[src/rtl/irq_pkg.sv]
// rtl/irq_pkg.sv - shared encodings for the interrupt controller
package irq_pkg;

  typedef enum logic [1:0] {
    ST_IDLE    = 2'b00,
    ST_REQ     = 2'b01,
    ST_SERVICE = 2'b10
  } irq_state_e;

  localparam logic [1:0] REG_PENDING = 2'd0;
  localparam logic [1:0] REG_MASK    = 2'd1;
  localparam logic [1:0] REG_CTRL    = 2'd2;
  localparam logic [1:0] REG_STATUS  = 2'd3;

  localparam int SRC_TOP   = 0;
  localparam int SRC_CMPR0 = 1;
  localparam int SRC_CMPR1 = 2;

endpackage

[src/rtl/irq_edge_detect.sv]
// rtl/irq_edge_detect.sv - per-source rising-edge detector, optional synchronizer under IRQ_CTRL_SYNC_EN
module irq_edge_detect #(
  parameter int N_SRC = 8
) (
  input  logic             clk,
  input  logic             rst_n,
  input  logic [N_SRC-1:0] src,
  output logic [N_SRC-1:0] rise
);

  logic [N_SRC-1:0] src_s;
  logic [N_SRC-1:0] src_q;

`ifdef IRQ_CTRL_SYNC_EN
  logic [N_SRC-1:0] sync1;
  logic [N_SRC-1:0] sync2;

  // two-flop synchronizer so asynchronous pins can be connected directly
  always_ff @(posedge clk) begin
    if (!rst_n) begin
      sync1 <= '0;
      sync2 <= '0;
    end else begin
      sync1 <= src;
      sync2 <= sync1;
    end
  end

  assign src_s = sync2;
`else
  assign src_s = src;
`endif

  // previous sample, so a level held high yields only one rise
  always_ff @(posedge clk) begin
    if (!rst_n) begin
      src_q <= '0;
    end else begin
      src_q <= src_s;
    end
  end

  assign rise = src_s & ~src_q;

endmodule

[src/rtl/irq_ctrl.sv]
// rtl/irq_ctrl.sv - memory-mapped interrupt controller with priority select and ack/iret handshake
module irq_ctrl
  import irq_pkg::*;
#(
  parameter logic [7:0] BASE  = 8'h10,
  parameter int         N_SRC = 8
) (
  input  logic             clk,
  input  logic             rst_n,
  input  logic [N_SRC-1:0] src,
  input  logic [7:0]       address,
  input  logic [7:0]       din,
  input  logic             w_en,
  input  logic             r_en,
  output logic [7:0]       dout,
  output logic             irq,
  output logic [2:0]       vector,
  input  logic             ack,
  input  logic             iret
);

  logic [N_SRC-1:0] rise;
  logic [N_SRC-1:0] pending;
  logic [N_SRC-1:0] pending_nxt;
  logic [N_SRC-1:0] mask;
  logic [N_SRC-1:0] act;
  logic             ctrl_en;
  irq_state_e       state;
  irq_state_e       state_nxt;
  logic             irq_nxt;
  logic [2:0]       vector_nxt;
  logic [2:0]       winner;
  logic             req;
  logic             cur_valid;
  logic [7:0]       off;
  logic             hit;
  logic             wr;
  logic             rd;
  logic [1:0]       reg_sel;
  logic [7:0]       rdata;

  irq_edge_detect #(.N_SRC(N_SRC)) u_edge (
    .clk   (clk),
    .rst_n (rst_n),
    .src   (src),
    .rise  (rise)
  );

  // window decode: the subtraction wraps addresses below BASE to large offsets
  always_comb begin
    off     = address - BASE;
    hit     = (off < 8'd4);
    wr      = w_en & hit;
    rd      = r_en & hit;
    reg_sel = off[1:0];
  end

  assign act       = pending & mask;
  assign req       = (|act) & ctrl_en;
  assign cur_valid = pending[vector] & mask[vector] & ctrl_en;

  // lowest set index of the enabled pending bits wins
  always_comb begin
    winner = '0;
    for (int i = N_SRC - 1; i >= 0; i--) begin
      if (act[i]) winner = 3'(i);
    end
  end

  // read mux; STATUS reports the live state and vector
  always_comb begin
    rdata = '0;
    case (reg_sel)
      REG_PENDING: rdata[N_SRC-1:0] = pending;
      REG_MASK:    rdata[N_SRC-1:0] = mask;
      REG_CTRL:    rdata[0]         = ctrl_en;
      default:     rdata            = {state, 3'b000, vector};
    endcase
  end

  // handshake FSM and pending update; new edges are OR-ed last so they beat any clear
  always_comb begin
    state_nxt   = state;
    irq_nxt     = irq;
    vector_nxt  = vector;
    pending_nxt = pending;
    if (wr && reg_sel == REG_PENDING) begin
      pending_nxt = pending_nxt & ~din[N_SRC-1:0];
    end
    case (state)
      ST_IDLE: begin
        irq_nxt = 1'b0;
        if (req) begin
          state_nxt  = ST_REQ;
          irq_nxt    = 1'b1;
          vector_nxt = winner;
        end else begin
          vector_nxt = '0;
        end
      end
      ST_REQ: begin
        if (!cur_valid) begin
          state_nxt  = ST_IDLE;
          irq_nxt    = 1'b0;
          vector_nxt = '0;
        end else if (ack) begin
          state_nxt            = ST_SERVICE;
          irq_nxt              = 1'b0;
          pending_nxt[vector]  = 1'b0;
        end
      end
      ST_SERVICE: begin
        irq_nxt = 1'b0;
        if (iret) begin
          state_nxt  = ST_IDLE;
          vector_nxt = '0;
        end
      end
      default: begin
        state_nxt  = ST_IDLE;
        irq_nxt    = 1'b0;
        vector_nxt = '0;
      end
    endcase
    pending_nxt = pending_nxt | rise;
  end

  // state, outputs and register file
  always_ff @(posedge clk) begin
    if (!rst_n) begin
      state   <= ST_IDLE;
      irq     <= 1'b0;
      vector  <= '0;
      pending <= '0;
      mask    <= '0;
      ctrl_en <= 1'b0;
      dout    <= '0;
    end else begin
      state   <= state_nxt;
      irq     <= irq_nxt;
      vector  <= vector_nxt;
      pending <= pending_nxt;
      if (wr && reg_sel == REG_MASK) mask    <= din[N_SRC-1:0];
      if (wr && reg_sel == REG_CTRL) ctrl_en <= din[0];
      if (rd) dout <= rdata;
    end
  end

endmodule

[config.mk]
export PLATFORM = sky130hd
export DESIGN_NAME = irq_ctrl
export DESIGN_NICKNAME = d
export VERILOG_FILES = /design/src/rtl/irq_pkg.sv /design/src/rtl/irq_edge_detect.sv /design/src/rtl/irq_ctrl.sv
export SDC_FILE = /design/constraint.sdc
export NUM_CORES = 1
export LEC_CHECK = 0
export BUFFER_PORTS_ARGS = -buffer_cell sky130_fd_sc_hd__buf_2
export CAP_MARGIN = 20
export CORE_ASPECT_RATIO = 0.7
export CORE_MARGIN = 2
export CORE_UTILIZATION = 55
export CTS_CLUSTER_SIZE = 8
export DETAILED_ROUTE_END_ITERATION = 12
export GPL_TIMING_DRIVEN = 1
export PLACE_DENSITY = 0.85
export REMOVE_ABC_BUFFERS = 1
export SYNTH_ARGS = -nofsm -noshare
export SYNTH_HDL_FRONTEND = slang
export SYNTH_SLANG_ARGS = --single-unit
[constraint.sdc]
create_clock -name clk -period 2.85 [get_ports clk]
set_clock_uncertainty 0.2 [all_clocks]
set_input_delay 0.1425 -clock clk [delete_from_list [all_inputs] [get_ports clk]]
set_output_delay 0.1425 -clock clk [all_outputs]
set_load 0.05 [all_outputs]
==> results.toml, run 1 <==
[yosys]
post_synth_top_area_share_pct = 38.0
synth_top_area_cell = "dfxtp_1"
synth_xor_area_share_pct = 0
synthDistinctLibCells = 43
synth.yosys.seq_area_share_pct = 38.0
synth_simple_gate_area_share_pct = 26.4
async_flop_share_pct = 0
synth.top_cells.by_area = "dfxtp_1, mux2i_1, nand2_1"
synthMostInstantiatedCell = "dfxtp_1"
synth_top_family_by_area = "simple AND/OR/NAND/NOR gates"
syn_inst = 220
synthesis.area_per_instance_sq_um = 9.33
synth.top_cells.by_count = "dfxtp_1, nand2_1, mux2i_1"
yosysWarningCount = 0
synth_flop_cell = "dfxtp_1"
synth-seq-cells = 39
yosys.area_share.adder_pct = 0
synth-edff-count = 0
syn_area_sq_um = 2050
synth.mux.area_fraction_pct = 18.2
synth-compound-area-share_pct = 13.5

[critical_path]
timing.critical_path.to_type = "flop"
path_cells = "mux2i_1, mux4_2, nor3_4, a31oi_1"
worst_path_dominant_cell_family = "flip-flops"
cp.buffers_inverters = 0
crit_path_max_incr_delay_ns = 0.80
worstSetupStartpointType = "flop"
timing.critical_path.required_ns = 2.79
critical_path.max_fanout = 17
critical_setup_path_class = "flop to flop"
cp.arrival_ns = 2.35
critical-path-slowest-cell = "dfxtp_1"

[grt]
grt_overflow_total = 0
grt_antenna_before_repair = 0
grt_pass1_wl_um = 8020
global_route.usage.total_pct = 25.0
grt_pass1_vias = 1684
grt_start_max_net_pins = 35

[timing]
rsz_0062_raised_after_global_routing = "no"
hold_viol = 0
slew-limit-headroom_pct = 51.3
transition_time_at_the_pin_with_the_least_slew_margin_ns = 0.729
setup_viol = 0
finalWorstPathRequiredPeriod_ns = 2.41
final_max_slew_viol_count = 0
finalSetupTns_ns = 0
timing.final.crit_share_pct = 84.6
max_freq_mhz = 415

[cells_and_area]
final_layout_size_suffix_gt1_share_pct = 22.2
fill_cells = 283
seqCellArea_sq_um = 781
finish.net_count = 304
multi_input_comb_area_sq_um = 1190
layout.cells.non_filler = 325
n_antenna_cell = 0
layout-area-overhead-vs-synth_pct = 23.9

[place]
routabilityCongestion = 0.961
port-buffer-count = 41
estimated_wirelength_of_the_detail_placed_design_um = 3300
place_inst = 299

[clocking]
cts_max_path_buffers = 2
clkLatencyLatePin_ns = 0.30
cts_buffers = 5
clk_pin_slew_ns = 0.08
clk_root_buffer_cell = "clkbuf_8"
clock_sinks = 39
tritoncts = "built"
post_cts_buffers = 0
cts.htree.levels = 2

[power_and_ir_drop]
powerDensity_nw_per_um2 = 434
seqPwrFrac_pct = 51.9
power.share.clock_pct = 37.9
irDropWorstVdd_mv = 0.290
net_switching_power_mw = 0.263
power.share.switching_pct = 23.8
cellLeakagePower_nw = 1.14
cell_internal_pwr_mw = 0.842
share_comb_of_total_power_pct = 10.3

[worst_hold_path]
hp-class = "input pin to flop"

[routing]
via_per_inst = 5.67
routed-via-count = 1844
initialDrtViolationCount = 151
detail_route.drc_violations = 0
avgRoutedWirePerCell_um = 14.9
route.final.wire_length_um = 4850
drt.antenna.violating_nets = 0
detailedRoute.firstPassIterationCount = 4

[floorplan]
dieWidth_um = 77.0
initial_utilization_pct = 57.7
total_die_area_sq_um = 4250
boundaryPins = 42
die_ht_um = 55.1
core_area_sq_um = 3560
fp-row-count = 18

[outcome]
status = "finished, final reports clean"

[job]
drv_cap = 0
[worst register-to-register path, cell delays in order (launching register included)]
cell	delay [ns]
dfxtp_1	0.80
mux2i_1	0.17
mux4_2	0.57
nor3_4	0.38
a31oi_1	0.14
[per-stage QoR]
step | setup WS (ns) | power (mW) | util (%) | cell area, sq um | hold WS [ns]
3_5_place_dp | 0.493 | 0.678 | 63.6 | 2260 | 0.158
5_1_grt | 0.318 | 1.14 | 71.5 | 2540 | 0.0779
3_3_place_gp | 0.556 | 0.675 | 63.6 | 2260 | 0.155
2_1_floorplan | 0.371 | 0.629 | - | 1990 | 0.0410
4_1_cts | 0.434 | 1.11 | 71.5 | 2540 | 0.0697
6_report | 0.438 | 1.11 | 71.5 | 2540 | 0.0749
[cells by family (layout without fill, tap and decap cells)]
logic type | count (synthesis) | in the layout
compound gates | 37 | 37
buf+inv | 17 | 72
mux | 31 | 31
simple gates | 96 | 96
flops | 39 | 39
[sequential cells by signal, indices dropped and copies added, names as in the netlist]
name,flops
state,2
u_edge.src_q,8
dout,8
vector,3
ctrl_en,1
pending,8
mask,8
irq,1
[power by group through the flow]
stage,clock network [mW],registers (mW),logic [mW]
detailed placement,0,0.585,0.0929
global placement,0,0.585,0.0905
CTS,0.422,0.573,0.113
global route,0.444,0.575,0.124
floorplan,0,0.581,0.0484
finish,0.419,0.573,0.113
[what timing repair did]
item	CTS	global route
endpoints found under the setup margin	0	0
gates resized for setup	0	0
hold endpoints to repair	20	0
hold buffers	18	0
[cells in the final DEF, fill, tap and decap left out, drive strengths merged, types with 2 or more instances in the layout]
cell type,Yosys,layout
nand3b,9,9
mux2i,26,26
o2bb2ai,2,2
nor2b,10,10
nand2,30,30
mux4,4,4
dfxtp,39,39
nand2b,2,2
a31oi,4,4
nor4bb,2,2
buf,6,42
inv,2,2
nor3,5,5
clkinv,2,2
nor2,11,11
nand4b,2,2
a21oi,9,9
o31ai,2,2
nand3,10,10
dlygate4sd3,0,18
or3,3,3
and2,8,8
o21ai,6,6
clkbuf,7,8
o221ai,8,8
[final timing paths]
| check | startpoint | end | slack (ns) | depth (start not counted) |
|---|---|---|---|---|
| max | vector[0] | pending[1] | 0.44 | 4 |
| min | rst_n | dout[4] | 0.07 | 3 |
| max reg2reg | vector[0] | pending[1] | 0.44 | 4 |
| min reg2reg | dout[4] | dout[4] | 0.25 | 2 |
[cell type report]
cell class | count | area share, %
clock buffers | 8 | 3.94
well taps | 50 | 2.46
multi-input cells | 164 | 46.9
inverters | 4 | 0.590
repair buffers | 60 | 15.4
flip-flops and latches | 39 | 30.7
[routing by layer]
| layer | vias up | share of wire, % | GRT usage [%] |
|---|---|---|---|
| met5 | - | 0 | 0 |
| met2 | 86 | 45 | 39.8 |
| met3 | 5 | 9.7 | 6.82 |
| met1 | 841 | 44 | 32.2 |
| met4 | 0 | 1.3 | 12.8 |
| li1 | 912 | - | - |
No activity file was read; power rests on OpenSTA's default activity.
==> inputs of run 2 (changes only) <==
- CORE_UTILIZATION: 55 -> 49
- PLACE_DENSITY: 0.85 -> 0.8
- clock period: 2.85 -> 2.1 ns (I/O delays scaled with it)
==> run 2 against run 1 <==
Net effect: global-route usage down 0.87 points; worst setup slack worse by 0.32 ns; total power up 42%; critical path depth unchanged; design area up 5.4%; sequential share of layout area down 1.5 points; clock power up 48%; clock-buffer cell count down 3; sequential cell count unchanged; largest power group unchanged.
==> results.toml, run 2 (synthesis gave the netlist of run 1 again) <==
[outcome]
status = "finished, final reports clean"

[cells_and_area]
final_layout_size_suffix_gt1_share_pct = 27.1
fill_cells = 334
finish.net_count = 321
final_common_cell = "buf_2"
final_cell_mix = "buf_2, dfxtp_1, nand2_1"
final_core_utilization_pct = 67.5
n_antenna_cell = 0
layout-area-overhead-vs-synth_pct = 30.6

[routing]
via_per_inst = 5.53
wl_met3_um = 376
detail_route.drc_violations = 0
topRoutingLayerUsed = "met4"
routed-wl-met2_um = 2300
avgRoutedWirePerCell_um = 14.9
routed-via-count = 1897
initialDrtViolationCount = 88
drt.antenna.violating_nets = 0
routedLengthMet1_um = 2370
route.final.wire_length_um = 5100
detailedRoute.firstPassIterationCount = 4

[clocking]
cts_buffers = 5
cts.htree.levels = 2
clkLatencyLatePin_ns = 0.30
cts_max_path_buffers = 2
tritoncts = "built"
post_cts_buffers = 0
clock_sinks = 39
clk_pin_slew_ns = 0.08
clk_root_buffer_cell = "clkbuf_8"

[critical_path]
timing.critical_path.required_ns = 2.07
worstSetupStartpointType = "flop"
timing.critical_path.to_type = "flop"
critical_path.max_fanout = 8
cp.arrival_ns = 1.96
critical_setup_path_class = "flop to flop"
regToRegStartpoint = "vector[0]"
crit_path_start = "vector[0]"

[floorplan]
fp-row-count = 19
initial_utilization_pct = 51.7
total_die_area_sq_um = 4730
boundaryPins = 42
die_ht_um = 58.2
dieWidth_um = 81.4
core_area_sq_um = 3970

[grt]
grt_pass1_vias = 1832
grt_start_max_net_pins = 28
grt_overflow_total = 0
grt_antenna_before_repair = 0
grt_pass1_wl_um = 8590
global_route.usage.total_pct = 24.1

[power_and_ir_drop]
cellLeakagePower_nw = 1.23
irDropWorstVdd_mv = 0.455
powerDensity_nw_per_um2 = 584

[timing]
timing.final.crit_share_pct = 94.5
final_max_slew_viol_count = 0
transition_time_at_the_pin_with_the_least_slew_margin_ns = 0.554
timing.final.ws_setup_ns = 0.116
setup_viol = 0
finalWorstPathRequiredPeriod_ns = 1.98
finalSetupTns_ns = 0
rsz_0062_raised_after_global_routing = "no"
max_freq_mhz = 504
slew-limit-headroom_pct = 62.6
hold_viol = 0

[place]
preCtsSetupSlack_ns = 0.00474
port-buffer-count = 41
routabilityCongestion = 0.907
estimated_wirelength_of_the_detail_placed_design_um = 3740

[worst_hold_path]
hp-class = "input pin to flop"
worst_hold_launch = "w_en"

[job]
drv_cap = 0
-- run 2: cell types whose count changed in the layout (fill, tap and decap cells not counted) --
cell | previous run | this run
dfxtp_1 | 39 | 38
clkbuf_8 | 7 | 5
bufinv_16 | 0 | 1
clkinvlp_4 | 0 | 1
dfxtp_2 | 0 | 1
buf_4 | 1 | 18
clkbuf_1 | 1 | 0
-- run 2: area by class of cell --
| type | instances | area, sq um | area share (%) |
|---|---|---|---|
| flip-flops and latches | 39 | 782 | 29.2 |
| well taps | 52 | 65.1 | 2.43 |
| repair buffers | 77 | 520 | 19.4 |
| multi-input cells | 164 | 1190 | 44.5 |
| clock buffers | 5 | 68.8 | 2.57 |
| clock inverters | 2 | 37.5 | 1.40 |
| inverters | 4 | 15.0 | 0.560 |
-- run 2: worst paths after layout --
| kind | endpoint | slack (ns) | depth (start not counted) |
|---|---|---|---|
| setup / recovery | pending[1] | 0.12 | 4 |
| hold / removal | ctrl_en | 0.002 | 4 |
| setup reg to reg | pending[1] | 0.12 | 4 |
| hold reg to reg | dout[5] | 0.25 | 2 |
-- run 2: worst max-delay path, stage by stage, from the launching register on --
cell and delay, ns:
dfxtp_2 0.47, mux2i_1 0.11, mux4_2 0.55, nor3_4 0.38, a31oi_1 0.14
-- run 2: power by group --
group | switching (mW) | internal [mW] | leakage [nW]
clock | 0.272 | 0.347 | 0.0502
sequential | 0.0130 | 0.760 | 0.319
combinational | 0.0797 | 0.0947 | 0.858
total | 0.365 | 1.20 | 1.23
-- run 2: routing by layer --
metal	up-vias	global-route usage, %
met5	-	0
met4	0	7.51
met3	9	5.30
met2	76	37.5
met1	868	33.6
li1	944	-
-- run 2: timing repair --
action	4_1_cts	5_1_grt
resized for setup	1	0
hold endpoints to repair	20	0
hold buffers	18	0
setup endpoints to repair	4	0
-- run 2: per-stage QoR --
stage | cells | instance area, sq um | hold slack (ns) | total power [mW]
finish | 343 | 2680 | 0.00162 | 1.57
global route | 343 | 2680 | 0.0495 | 1.63
CTS | 343 | 2680 | 0.00388 | 1.57
detailed placement | 318 | 2390 | 0.121 | 0.936
global placement | 318 | 2390 | 0.117 | 0.932
floorplan | 207 | 1990 | 0.00346 | 0.854
